`src/rtl/io_pkg.sv`:
```
// Shared constants for the CPU-bus IO responder.
// Page select default, register offsets, timer control bits, FSM states.
package io_pkg;

    localparam logic [7:0] IO_PAGE_DEF  = 8'hFF;

    localparam logic [3:0] OFS_GPIO_OUT = 4'h0;
    localparam logic [3:0] OFS_GPIO_IN  = 4'h1;
    localparam logic [3:0] OFS_TCOUNT   = 4'h2;
    localparam logic [3:0] OFS_TRELOAD  = 4'h3;
    localparam logic [3:0] OFS_TCTRL    = 4'h4;
    localparam logic [3:0] OFS_PEND     = 4'h5;
    localparam logic [3:0] OFS_ENABLE   = 4'h6;
    localparam logic [3:0] OFS_ACK      = 4'h7;

    localparam int TC_EN   = 0;
    localparam int TC_AUTO = 1;

    typedef enum logic {
        ST_IDLE = 1'b0,
        ST_WAIT = 1'b1
    } state_t;

    // Index of the lowest set bit; 0 when nothing is set.
    function automatic logic [7:0] lsb_idx(input logic [7:0] v);
        logic [7:0] r;
        r = '0;
        for (int i = 7; i >= 0; i--) begin
            if (v[i]) r = 8'(i);
        end
        return r;
    endfunction

endpackage

```
`src/rtl/io_timer.sv`:
```
// Down-counting timer: TCOUNT, TRELOAD, TCTRL (EN, AUTO).
// Ports: clk, nreset, wr_en/ofs/wdata (accepted IO write), tcount, treload, tctrl, expire.
module io_timer
    import io_pkg::*;
(
    input  logic        clk,
    input  logic        nreset,
    input  logic        wr_en,
    input  logic [3:0]  ofs,
    input  logic [31:0] wdata,
    output logic [31:0] tcount,
    output logic [31:0] treload,
    output logic [1:0]  tctrl,
    output logic        expire
);

    logic wr_cnt;
    logic wr_rld;
    logic wr_ctl;

    assign wr_cnt = wr_en && (ofs == OFS_TCOUNT);
    assign wr_rld = wr_en && (ofs == OFS_TRELOAD);
    assign wr_ctl = wr_en && (ofs == OFS_TCTRL);

    // A CPU load of TCOUNT suppresses the expiry it would otherwise meet.
    assign expire = tctrl[TC_EN] && (tcount == '0) && !wr_cnt;

    always_ff @(posedge clk) begin
        if (!nreset) begin
            tcount  <= '0;
            treload <= '0;
            tctrl   <= '0;
        end else begin
            if (wr_rld) treload <= wdata;

            if (wr_cnt) begin
                tcount <= wdata;
            end else if (tctrl[TC_EN]) begin
                if (tcount != '0) begin
                    tcount <= tcount - 32'd1;
                end else if (tctrl[TC_AUTO]) begin
                    tcount <= treload;
                end
            end

            if (wr_ctl) begin
                tctrl <= wdata[1:0];
            end else if (expire && !tctrl[TC_AUTO]) begin
                tctrl[TC_EN] <= 1'b0;
            end
        end
    end

endmodule

```
`src/rtl/io_responder.sv`:
```
// Responder end of the CPU memory bus: IO page decode, GPIO, timer, IRQ controller.
// Ports: CPU bus (address/data/wren/q/stall/IRQ/IRQn), RAM (ram_q/ram_wren), gpio_*, irq_src.
module io_responder
    import io_pkg::*;
#(
    parameter logic [7:0] IO_PAGE = IO_PAGE_DEF,
    parameter int          NUM_IRQ = 8,
    parameter int          GPIO_W  = 8
) (
    input  logic               clk,
    input  logic               nreset,
    input  logic [15:0]        address,
    input  logic [31:0]        data,
    input  logic               wren,
    input  logic [31:0]        ram_q,
    output logic [31:0]        q,
    output logic               ram_wren,
    output logic               stall,
    output logic               IRQ,
    output logic [7:0]         IRQn,
    output logic [GPIO_W-1:0]  gpio_out,
    input  logic [GPIO_W-1:0]  gpio_in,
    input  logic [NUM_IRQ-2:0] irq_src
);

    logic        io_sel;
    logic [3:0]  ofs;
    logic        io_wr;
    state_t      state;
    state_t      state_nx;

    logic [GPIO_W-1:0]  gsync1;
    logic [GPIO_W-1:0]  gsync2;
    logic [NUM_IRQ-2:0] isync1;
    logic [NUM_IRQ-2:0] isync2;
    logic [NUM_IRQ-2:0] isync3;

    logic [NUM_IRQ-1:0] pend;
    logic [NUM_IRQ-1:0] enable;
    logic [NUM_IRQ-1:0] active;
    logic [NUM_IRQ-1:0] pend_set;
    logic [NUM_IRQ-1:0] pend_clr;
    logic [NUM_IRQ-1:0] ack_oh;

    logic        sel_q;
    logic [31:0] rdata_q;
    logic [31:0] rd;

    logic [31:0] tcount;
    logic [31:0] treload;
    logic [1:0]  tctrl;
    logic        expire;

    logic        unused;

    assign unused   = ^address[7:4];
    assign io_sel   = (address[15:8] == IO_PAGE);
    assign ofs      = address[3:0];
    assign ram_wren = wren & ~io_sel;
    assign stall    = (state == ST_WAIT);

    // Anything sampled while stalled is the held repeat of the same access.
    assign io_wr = io_sel && wren && (state == ST_IDLE);

    always_ff @(posedge clk) begin
        if (!nreset) state <= ST_IDLE;
        else         state <= state_nx;
    end

    always_comb begin
        state_nx = state;
        unique case (state)
            ST_IDLE: if (io_sel && !wren) state_nx = ST_WAIT;
            ST_WAIT: state_nx = ST_IDLE;
            default: state_nx = ST_IDLE;
        endcase
    end

    io_timer u_timer (
        .clk     (clk),
        .nreset  (nreset),
        .wr_en   (io_wr),
        .ofs     (ofs),
        .wdata   (data),
        .tcount  (tcount),
        .treload (treload),
        .tctrl   (tctrl),
        .expire  (expire)
    );

    always_comb begin
        ack_oh    = '0;
        ack_oh[0] = 1'b1;
        ack_oh    = ack_oh << data[2:0];
    end

    assign pend_set = {isync2 & ~isync3, expire};
    assign active   = pend & enable;

    always_comb begin
        pend_clr = '0;
        if (io_wr && ofs == OFS_PEND) pend_clr = pend_clr | data[NUM_IRQ-1:0];
        if (io_wr && ofs == OFS_ACK)  pend_clr = pend_clr | ack_oh;
    end

    always_comb begin
        rd = '0;
        case (ofs)
            OFS_GPIO_OUT: rd = 32'(gpio_out);
            OFS_GPIO_IN:  rd = 32'(gsync2);
            OFS_TCOUNT:   rd = tcount;
            OFS_TRELOAD:  rd = treload;
            OFS_TCTRL:    rd = 32'(tctrl);
            OFS_PEND:     rd = 32'(pend);
            OFS_ENABLE:   rd = 32'(enable);
            OFS_ACK:      rd = 32'(IRQn);
            default:      rd = '0;
        endcase
    end

    // Reset parks the mux on the cleared IO read register so q starts at 0.
    assign q = sel_q ? rdata_q : ram_q;

    always_ff @(posedge clk) begin
        if (!nreset) begin
            gsync1   <= '0;
            gsync2   <= '0;
            isync1   <= '0;
            isync2   <= '0;
            isync3   <= '0;
            gpio_out <= '0;
            pend     <= '0;
            enable   <= '0;
            IRQ      <= 1'b0;
            IRQn     <= '0;
            sel_q    <= 1'b1;
            rdata_q  <= '0;
        end else begin
            gsync1 <= gpio_in;
            gsync2 <= gsync1;
            isync1 <= irq_src;
            isync2 <= isync1;
            isync3 <= isync2;

            if (io_wr && ofs == OFS_GPIO_OUT) gpio_out <= data[GPIO_W-1:0];
            if (io_wr && ofs == OFS_ENABLE)   enable   <= data[NUM_IRQ-1:0];

            pend <= (pend & ~pend_clr) | pend_set;

            IRQ <= |active;
            if (|active) IRQn <= lsb_idx(8'(active));

            sel_q   <= io_sel;
            rdata_q <= rd;
        end
    end

endmodule
```
`config.mk`:
```
export PLATFORM = sky130hd
export DESIGN_NAME = io_responder
export DESIGN_NICKNAME = d
export VERILOG_FILES = /design/src/rtl/io_pkg.sv /design/src/rtl/io_timer.sv /design/src/rtl/io_responder.sv
export SDC_FILE = /design/constraint.sdc
export NUM_CORES = 1
export LEC_CHECK = 0
export ABC_AREA = 1
export ABC_CLOCK_PERIOD_IN_PS = 1700
export BUFFER_PORTS_ARGS = -buffer_cell sky130_fd_sc_hd__buf_2
export CELL_PAD_IN_SITES_DETAIL_PLACEMENT = 2
export CELL_PAD_IN_SITES_GLOBAL_PLACEMENT = 2
export CORE_MARGIN = 2
export CORE_UTILIZATION = 28
export CTS_CLUSTER_SIZE = 24
export DETAILED_ROUTE_END_ITERATION = 10
export PLACE_DENSITY_LB_ADDON = 0.3
export SLEW_MARGIN = 10
export SYNTH_ARGS = -nofsm -noshare
export SYNTH_HDL_FRONTEND = slang
export SYNTH_SLANG_ARGS = --single-unit
```
`constraint.sdc`:
```
create_clock -name clk -period 1.7 [get_ports clk]
set_input_delay 0.34 -clock clk [delete_from_list [all_inputs] [get_ports clk]]
set_output_delay 0.34 -clock clk [all_outputs]
set_load 0.005 [all_outputs]
```
==> results.md, run 1 <==
| Result | Reported | Unit |
|---|---|---|
| Hold Fails Final Rpt | 0 | - |
| Global-route wire length before repair | 66600 | um |
| Commonest non-fill, non-tap cells in the layout | 258 x sky130_fd_sc_hd__nand2_1, 156 x sky130_fd_sc_hd__dfxtp_1, 131 x sky130_fd_sc_hd__buf_2 | - |
| Cells on Worst Hold Path | 3 | - |
| Yosys top cell by area | sky130_fd_sc_hd__dfxtp_1 | - |
| Leakage power | 5.87 | nW |
| Number of antenna diodes | 0 | - |
| Final RePlAce weighted congestion | 0.851 | - |
| Commonest non-fill, non-tap cell in the layout | sky130_fd_sc_hd__nand2_1 | - |
| Violated checks | setup timing | - |
| Slew Limit Headroom | 66.2 | % |
| Chip Width | 174 | um |
| Worst Clk Skew | 0.0154 | ns |
| Total routing usage reported by global routing | 29.0 | % |
| Max FO, Critical Path | 3 | - |
| Worst Max-Slew Pin Slew | 0.501 | ns |
| Clock-pin slew reported for the worst setup and hold paths after clock tree synthesis | 0.09 | ns |
| Post-route non-filler standard cell count | 1851 | - |
| Post-synth EDFFs | 0 | - |
| Avg Cell Area, Syn | 6.85 | um2 |
| Top area cells in the synthesized netlist | sky130_fd_sc_hd__dfxtp_1 41%, sky130_fd_sc_hd__nand2_1 14%, sky130_fd_sc_hd__nor2_1 7.1% | - |
| Signal arrival time at the worst endpoint | 2.42 | ns |
| Final worst slack | -0.354 | ns |
| Count of state elements after synthesis | 165 | - |
| Placement Rows | 62 | - |
| Half-perimeter wire length of the detailed placement result | 26000 | um |
| Clock latency on the worst-skew pair | 0.48 | ns |
| Startpoint type of the worst setup path | flop | - |
| Maximum clock frequency | 487 | MHz |
| Clock period minus final worst setup slack | 2.05 | ns |
| Via-per-instance ratio | 5.27 | - |
| Max IR drop VDD | 0.482 | mV |
| Clock sink count | 165 | - |
| Routed length per instance | 24.8 | um |
| Pwr per Cell Area | 710 | nW/um2 |
| Number of cells on the worst reg-to-reg path | 13 | - |
| Sum of overflow across all layers after global routing | 0 | - |
| Met2 layer usage reported by global route | 51.9 | % |
| Number of design-rule violations left by the first detailed-router iteration | 556 | - |
| Max-slew violations | 0 | - |
| Number of instances in the placed design | 1794 | - |
| Final #Nets | 1554 | - |
| Required time worst endpoint | 2.06 | ns |
| Antenna violations before repair | 0 | - |
| Vertical extent of the die | 174 | um |
| # DRC | 0 | - |
| Unrepaired setup endpoints after global routing | yes | - |
| Post-synthesis cell type count | 46 | - |
| Signed area change from the synthesized netlist to the final layout | 50.2 | % |
| Ports | 149 | - |
| CTS tree | built | - |
| Number of port buffers | 139 | - |
| Run status | finished, violations left | - |
| Met1 usage | 33.0 | % |
| Post-layout power | 0.00859 | W |
| Most Crowded Layer GR | met2 | - |
| Synthesized instance count | 1176 | - |
| Critical Setup Path Class | flop to flop | - |
| Share of post-route cells with drive strength above 1 | 38.6 | % |
| H-Tree Level Count | 4 | - |
| Synthesized area | 8060 | um2 |
| Maximum buffer depth of the clock tree | 2 | - |
| CTS Buf Count | 17 | - |
| Portion of the post-synthesis area used by sequential elements | 41.0 | % |
| Largest net degree at the start of global routing | 79 | - |
| Post-synth ARST share | 0 | % |
| Final setup viols | 66 | - |
| Total number of yosys warnings | 0 | - |
| Via count of the first global-routing pass | 10900 | - |
| Area of the die | 30200 | um2 |
| Number of search-and-repair iterations in the first detailed-routing pass | 5 | - |
| Area inside the core boundary | 28500 | um2 |
| Via count | 9758 | - |
| # fillers | 3338 | - |
| Number of max-cap violations | 0 | - |
| Root buffer selected by CTS | sky130_fd_sc_hd__clkbuf_16 | - |
| Area fraction of the dominant cell type after synthesis | 41.0 | % |
| Worst Setup End Kind | flop | - |
| Initial core utilization | 28.2 | % |
| Hold WC Path Type | primary input to flop | - |
| Final period utilization | 121 | % |
| Post-DRT Antenna Nets | 0 | - |
| Post-Route WL | 45800 | um |
| Met3 routing resource usage after global routing | 5.00 | % |
| Predominant post-synthesis flop cell | sky130_fd_sc_hd__dfxtp_1 | - |
per-stage QoR:
step	TNS (ns)	setup WS [ns]	utilization, %	hold WS, ns	instance area (um2)
2_1_floorplan	0	0.00402	-	0.390	8080
3_3_place_gp	-21.25	-0.310	35.9	0.394	10300
3_5_place_dp	-28.95	-0.448	35.9	0.403	10300
4_1_cts	-6.87	-0.171	41.6	0.0452	11900
5_1_grt	-17.66	-0.456	42.4	0.0459	12100
6_report	-13.95	-0.354	42.4	0.0449	12100
critical path, stage by stage (launching register included):
cell and delay [ns]:
sky130_fd_sc_hd__dfxtp_2 0.34, sky130_fd_sc_hd__inv_2 0.08, sky130_fd_sc_hd__ha_4 0.19, sky130_fd_sc_hd__nand2_1 0.13
sky130_fd_sc_hd__nor2_2 0.15, sky130_fd_sc_hd__nand3_2 0.12, sky130_fd_sc_hd__nor2_4 0.15, sky130_fd_sc_hd__buf_4 0.14
sky130_fd_sc_hd__buf_6 0.13, sky130_fd_sc_hd__nand2_1 0.10, sky130_fd_sc_hd__nand2_2 0.15, sky130_fd_sc_hd__nor2_1 0.10
sky130_fd_sc_hd__nor2_1 0.10, sky130_fd_sc_hd__nor2_1 0.04
power by group:
| group | total (W) | internal (W) | switching, W |
|---|---|---|---|
| Sequential | 0.00394 | 0.00391 | 0.0000239 |
| Clock | 0.00408 | 0.00201 | 0.00208 |
| Combinational | 0.000570 | 0.000247 | 0.000323 |
| Total | 0.00859 | 0.00617 | 0.00242 |
cell families after synthesis:
kind of cell / count (synthesis) / synth area share (%)
compound gates: 225 / 15.1
other cells: 1 / 0.0465
flops: 165 / 41.0
simple gates: 555 / 28.7
buf+inv: 186 / 9.30
mux: 32 / 4.47
fa+ha+maj: 2 / 0.311
xor+xnor: 10 / 1.09
routing by layer:
layer	vias up	routed length, um
met5	-	0
met2	408	22800
met1	4836	17900
met4	0	2960
li1	4337	-
met3	177	2150
state kept, by name (all words and copies together) (netlist names):
| register | flops |
|---|---|
| IRQ | 1 |
| gsync1 | 8 |
| rdata_q | 32 |
| isync2 | 7 |
| enable | 8 |
| u_timer.treload | 32 |
| isync3 | 7 |
| isync1 | 7 |
| gpio_out | 8 |
| sel_q | 1 |
| stall | 1 |
| u_timer.tcount | 32 |
| IRQn | 3 |
| gsync2 | 8 |
| u_timer.tctrl | 2 |
| pend | 8 |
timing repair:
action                     CTS  global route
hold buffers                 0             0
resized for setup          221            68
setup endpoints to repair   82            73
cloned                       5             0
pin swaps                   53            32
buffers inserted            20             4
area by class of cell:
type / count / area (um2) / share of cell area (%)
clock inverters: 14 / 153 / 1.26
well taps: 384 / 480 / 3.97
flip-flops and latches: 165 / 3310 / 27.4
multi-input cells: 829 / 4860 / 40.1
inverters: 133 / 502 / 4.14
repair buffers: 308 / 2360 / 19.5
clock buffers: 18 / 439 / 3.63
synthesized netlist by cell type (all sizes together), types with 2 or more instances:
| cell type | number |
|---|---|
| nand3b | 4 |
| o2111ai | 2 |
| clkinv | 2 |
| nor2 | 158 |
| nor3 | 10 |
| nand4 | 22 |
| clkbuf | 28 |
| a21oi | 108 |
| xor2 | 9 |
| and2 | 2 |
| o22ai | 3 |
| nand2 | 303 |
| a31oi | 3 |
| a21boi | 2 |
| a221oi | 2 |
| buf | 25 |
| dfxtp | 165 |
| mux2 | 32 |
| a22o | 4 |
| o211ai | 3 |
| nand3 | 54 |
| inv | 131 |
| o21ai | 95 |
| ha | 2 |
final timing paths:
kind | end | from | slack (ns)
setup / recovery | u_timer.tcount[17] | u_timer.tcount[0] | -0.35
setup reg to reg | u_timer.tcount[17] | u_timer.tcount[0] | -0.35
hold / removal | gsync1[0] | gpio_in[0] | 0.04
hold reg to reg | gsync2[5] | gsync1[5] | 0.41
(Power assumes the default switching activity.)
==> run 2, diff against run 1 <==
ABC_AREA = not set   (was 1)
CORE_MARGIN = 4   (was 2)
CORE_UTILIZATION = 30   (was 28)
==> results.md, run 2 <==
| Result | Reported | Unit | Change |
|---|---|---|---|
| Max-slew violations | 0 | - | unchanged |
| CP delay by family, top | simple AND/OR/NAND/NOR gates | - | unchanged |
| Commonest non-fill, non-tap cells in the layout | 157 x sky130_fd_sc_hd__dfxtp_1, 149 x sky130_fd_sc_hd__buf_4, 107 x sky130_fd_sc_hd__buf_2 | - | was 258 x sky130_fd_sc_hd__nand2_1, 156 x sky130_fd_sc_hd__dfxtp_1, 131 x sky130_fd_sc_hd__buf_2 |
| Via count of the first global-routing pass | 9536 | - | was 10900 |
| Initial core utilization | 30.6 | % | was 28.2% |
| Final #Nets | 1285 | - | was 1554 |
| Clock sink count | 165 | - | unchanged |
| Area of the die | 28500 | um2 | was 30200 um2 |
| Final worst slack | -0.674 | ns | was -0.354 ns |
| Chip Width | 169 | um | was 174 um |
| Hold Fails Final Rpt | 0 | - | unchanged |
| Number of design-rule violations left by the first detailed-router iteration | 601 | - | was 556 |
| Ports | 149 | - | unchanged |
| CTS Buf Count | 17 | - | unchanged |
| Delay of the slowest cell on the worst path | 0.36 | ns | was 0.34 ns |
| Required time worst endpoint | 2.09 | ns | was 2.06 ns |
| Maximum buffer depth of the clock tree | 2 | - | unchanged |
| Number of search-and-repair iterations in the first detailed-routing pass | 6 | - | was 5 |
| Ordered cell list for the critical path | inv_2 -> ha_4 -> nor4b_4 -> buf_4 -> nand4b_4 -> nor3_4 -> buf_6 -> buf_12 -> a31oi_4 -> o21ai_1 -> o2111a_1 | - | was inv_2 -> ha_4 -> nand2_1 -> nor2_2 -> nand3_2 -> nor2_4 -> buf_4 -> buf_6 -> nand2_1 -> nand2_2 -> nor2_1 -> nor2_1 -> nor2_1 |
| Portion of the post-synthesis area used by sequential elements | 42.6 | % | was 41.0% |
| Met1 usage | 28.6 | % | was 33.0% |
| Leakage power | 5.10 | nW | was 5.87 nW |
| Hold WC Path Type | primary input to flop | - | unchanged |
| Pre-CTS setup slack | -0.432 | ns | was -0.448 ns |
| Avg Cell Area, Syn | 8.61 | um2 | was 6.85 um2 |
| Commonest cells in the synthesized netlist | 165 x sky130_fd_sc_hd__dfxtp_1, 116 x sky130_fd_sc_hd__nand2_1, 85 x sky130_fd_sc_hd__nor2_1 | - | was 297 x sky130_fd_sc_hd__nand2_1, 165 x sky130_fd_sc_hd__dfxtp_1, 153 x sky130_fd_sc_hd__nor2_1 |
| Final setup viols | 88 | - | was 66 |
| Area fraction of the dominant cell type after synthesis | 42.6 | % | was 41.0% |
| Unrepaired setup endpoints after global routing | yes | - | unchanged |
| Number of max-cap violations | 0 | - | unchanged |
| Commonest non-fill, non-tap cell in the layout | sky130_fd_sc_hd__dfxtp_1 | - | was sky130_fd_sc_hd__nand2_1 |
| H-Tree Level Count | 4 | - | unchanged |
| Violated checks | setup timing | - | unchanged |
| Share of post-route cells with drive strength above 1 | 44.4 | % | was 38.6% |
| Met3 routing resource usage after global routing | 4.51 | % | was 5.00% |
| Number of antenna diodes | 0 | - | unchanged |
| Run status | finished, violations left | - | unchanged |
| Clock-pin slew reported for the worst setup and hold paths after clock tree synthesis | 0.08 | ns | was 0.09 ns |
| Final period utilization | 140 | % | was 121% |
| CTS tree | built | - | unchanged |
| Placement Rows | 58 | - | was 62 |
| Maximum clock frequency | 421 | MHz | was 487 MHz |
| Root buffer selected by CTS | sky130_fd_sc_hd__clkbuf_16 | - | unchanged |
| Clock period minus final worst setup slack | 2.37 | ns | was 2.05 ns |
| Half-perimeter wire length of the detailed placement result | 23100 | um | was 26000 um |
| Signed area change from the synthesized netlist to the final layout | 55.9 | % | was 50.2% |
| Worst Setup End Kind | flop | - | unchanged |
| Area inside the core boundary | 25300 | um2 | was 28500 um2 |
| Final RePlAce weighted congestion | 0.859 | - | was 0.851 |
| Via count | 8761 | - | was 9758 |
| Max IR drop VDD | 0.510 | mV | was 0.482 mV |
| Via-per-instance ratio | 5.73 | - | was 5.27 |
| Synthesized instance count | 900 | - | was 1176 |
| Post-Route WL | 43200 | um | was 45800 um |
| Post-synth EDFFs | 0 | - | unchanged |
| Worst Max-Slew Pin Slew | 0.489 | ns | was 0.501 ns |
| Global-route wire length before repair | 56900 | um | was 66600 um |
| Synthesized area | 7750 | um2 | was 8060 um2 |
| Predominant post-synthesis flop cell | sky130_fd_sc_hd__dfxtp_1 | - | unchanged |
| Signal arrival time at the worst endpoint | 2.76 | ns | was 2.42 ns |
| Worst Clk Skew | 0.0170 | ns | was 0.0154 ns |
| Most common cell in the synthesized netlist | sky130_fd_sc_hd__dfxtp_1 | - | was sky130_fd_sc_hd__nand2_1 |
| Post-DRT Antenna Nets | 0 | - | unchanged |
| Total number of yosys warnings | 0 | - | unchanged |
| Critical Setup Path Class | flop to flop | - | unchanged |
| Largest net degree at the start of global routing | 54 | - | was 79 |
| Top area cells in the synthesized netlist | sky130_fd_sc_hd__dfxtp_1 43%, sky130_fd_sc_hd__nand2_1 5.6%, sky130_fd_sc_hd__mux2_2 5.4% | - | was sky130_fd_sc_hd__dfxtp_1 41%, sky130_fd_sc_hd__nand2_1 14%, sky130_fd_sc_hd__nor2_1 7.1% |
| Most Crowded Layer GR | met2 | - | unchanged |
| WP buf/inv | 4 | - | was 3 |
| Max FO, Critical Path | 8 | - | was 3 |
| Total routing usage reported by global routing | 26.0 | % | was 29.0% |
| Routed length per instance | 28.3 | um | was 24.8 um |
| Slowest cell on the critical path | sky130_fd_sc_hd__dfxtp_2 | - | unchanged |
| Post-synthesis cell type count | 70 | - | was 46 |
| Clock latency on the worst-skew pair | 0.47 | ns | was 0.48 ns |
| Count of state elements after synthesis | 165 | - | unchanged |
| Vertical extent of the die | 169 | um | was 174 um |
| Startpoint type of the worst setup path | flop | - | unchanged |
| # DRC | 0 | - | unchanged |
| Post-synth ARST share | 0 | % | unchanged |
| Post-route non-filler standard cell count | 1528 | - | was 1851 |
| Pwr per Cell Area | 724 | nW/um2 | was 710 nW/um2 |
| Number of port buffers | 139 | - | unchanged |
| Antenna violations before repair | 1 | - | was 0 |
| Met2 layer usage reported by global route | 47.3 | % | was 51.9% |
| Slew Limit Headroom | 67.1 | % | was 66.2% |
| Registers with the highest flip-flop counts | rdata_q x32, u_timer.tcount x32, u_timer.treload x32 | - | unchanged |
| Yosys top cell by area | sky130_fd_sc_hd__dfxtp_1 | - | unchanged |
| Number of instances in the placed design | 1448 | - | was 1794 |
| Sum of overflow across all layers after global routing | 0 | - | unchanged |
==> run 2: changes by cell type in the layout (fill, tap and decap cells not counted), moves of 32 or more <==
cell / before / now
sky130_fd_sc_hd__o21ai_0: 78 / 16
sky130_fd_sc_hd__nand2_1: 258 / 104
sky130_fd_sc_hd__a21oi_1: 76 / 44
sky130_fd_sc_hd__a22oi_1: 0 / 35
sky130_fd_sc_hd__and2_1: 1 / 37
sky130_fd_sc_hd__inv_1: 122 / 13
==> run 2: timing repair <==
item,CTS,global route
setup endpoints to repair,105,107
endpoints found under the hold margin,0,0
hold buffers,0,0
setup buffers,18,27
gates resized for setup,139,130
gates cloned,4,4
pin swaps,24,53
==> run 2: kinds of logic after synthesis <==
logic type / Yosys count / share of synthesized area [%]
AOI/OAI and AO/OA: 225 / 19.4
xor gates and xnor gates: 17 / 1.92
adders and majority gates: 2 / 0.323
buffers and inverters: 88 / 4.91
DFF: 165 / 42.6
muxes: 57 / 7.96
other: 1 / 0.0484
and+or+nand+nor: 345 / 22.8
==> run 2: power by group <==
part / switching [W] / leakage, nW / internal [W]
logic: 0.000370 / 3.46 / 0.000346
clock network: 0.00210 / 0.296 / 0.00200
registers: 0.0000321 / 1.34 / 0.00391
==> run 2: worst reg2reg max path, cell delays in order, from the launching register on <==
cell	delay (ns)
sky130_fd_sc_hd__dfxtp_2	0.36
sky130_fd_sc_hd__inv_2	0.09
sky130_fd_sc_hd__ha_4	0.15
sky130_fd_sc_hd__nor4b_4	0.18
sky130_fd_sc_hd__buf_4	0.18
sky130_fd_sc_hd__nand4b_4	0.22
sky130_fd_sc_hd__nor3_4	0.31
sky130_fd_sc_hd__buf_6	0.17
sky130_fd_sc_hd__buf_12	0.15
sky130_fd_sc_hd__a31oi_4	0.09
sky130_fd_sc_hd__o21ai_1	0.14
sky130_fd_sc_hd__o2111a_1	0.28
==> run 2: area by class of cell <==
class	instances	area (um2)
Tap cell	330	413
Timing Repair Buffer	334	2710
Sequential cell	165	3320
Fill cell	2659	13200
Clock inverter	15	185
Clock buffer	17	425
Multi-Input combinational cell	651	4970
Inverter	16	62.6
==> run 2: per-stage QoR <==
step	hold WS [ns]	total power [W]	TNS [ns]	util [%]	cell area, um2
floorplan	0.399	0.00426	-6.46	-	7990
global placement	0.405	0.00456	-14.59	39.1	9890
detailed placement	0.419	0.00457	-21.20	39.1	9890
CTS	0.0511	0.00873	-17.68	44.9	11400
global route	0.0729	0.00900	-31.46	47.7	12100
finish	0.0732	0.00875	-27.35	47.7	12100
==> run 2: final timing paths <==
path	slack (ns)	startpoint	cells after the start	endpoint
min	0.07	wren	2	stall
max	-0.67	u_timer.tcount[1]	11	u_timer.tcount[17]
max reg2reg	-0.67	u_timer.tcount[1]	11	u_timer.tcount[17]
min reg2reg	0.44	isync3[5]	1	pend[6]
==> run 2: metal layers <==
layer | wire (um) | share of wire (%)
met5 | 14 | 0.032
met4 | 2230 | 5.2
met3 | 2030 | 4.7
met2 | 22700 | 53
met1 | 16200 | 38
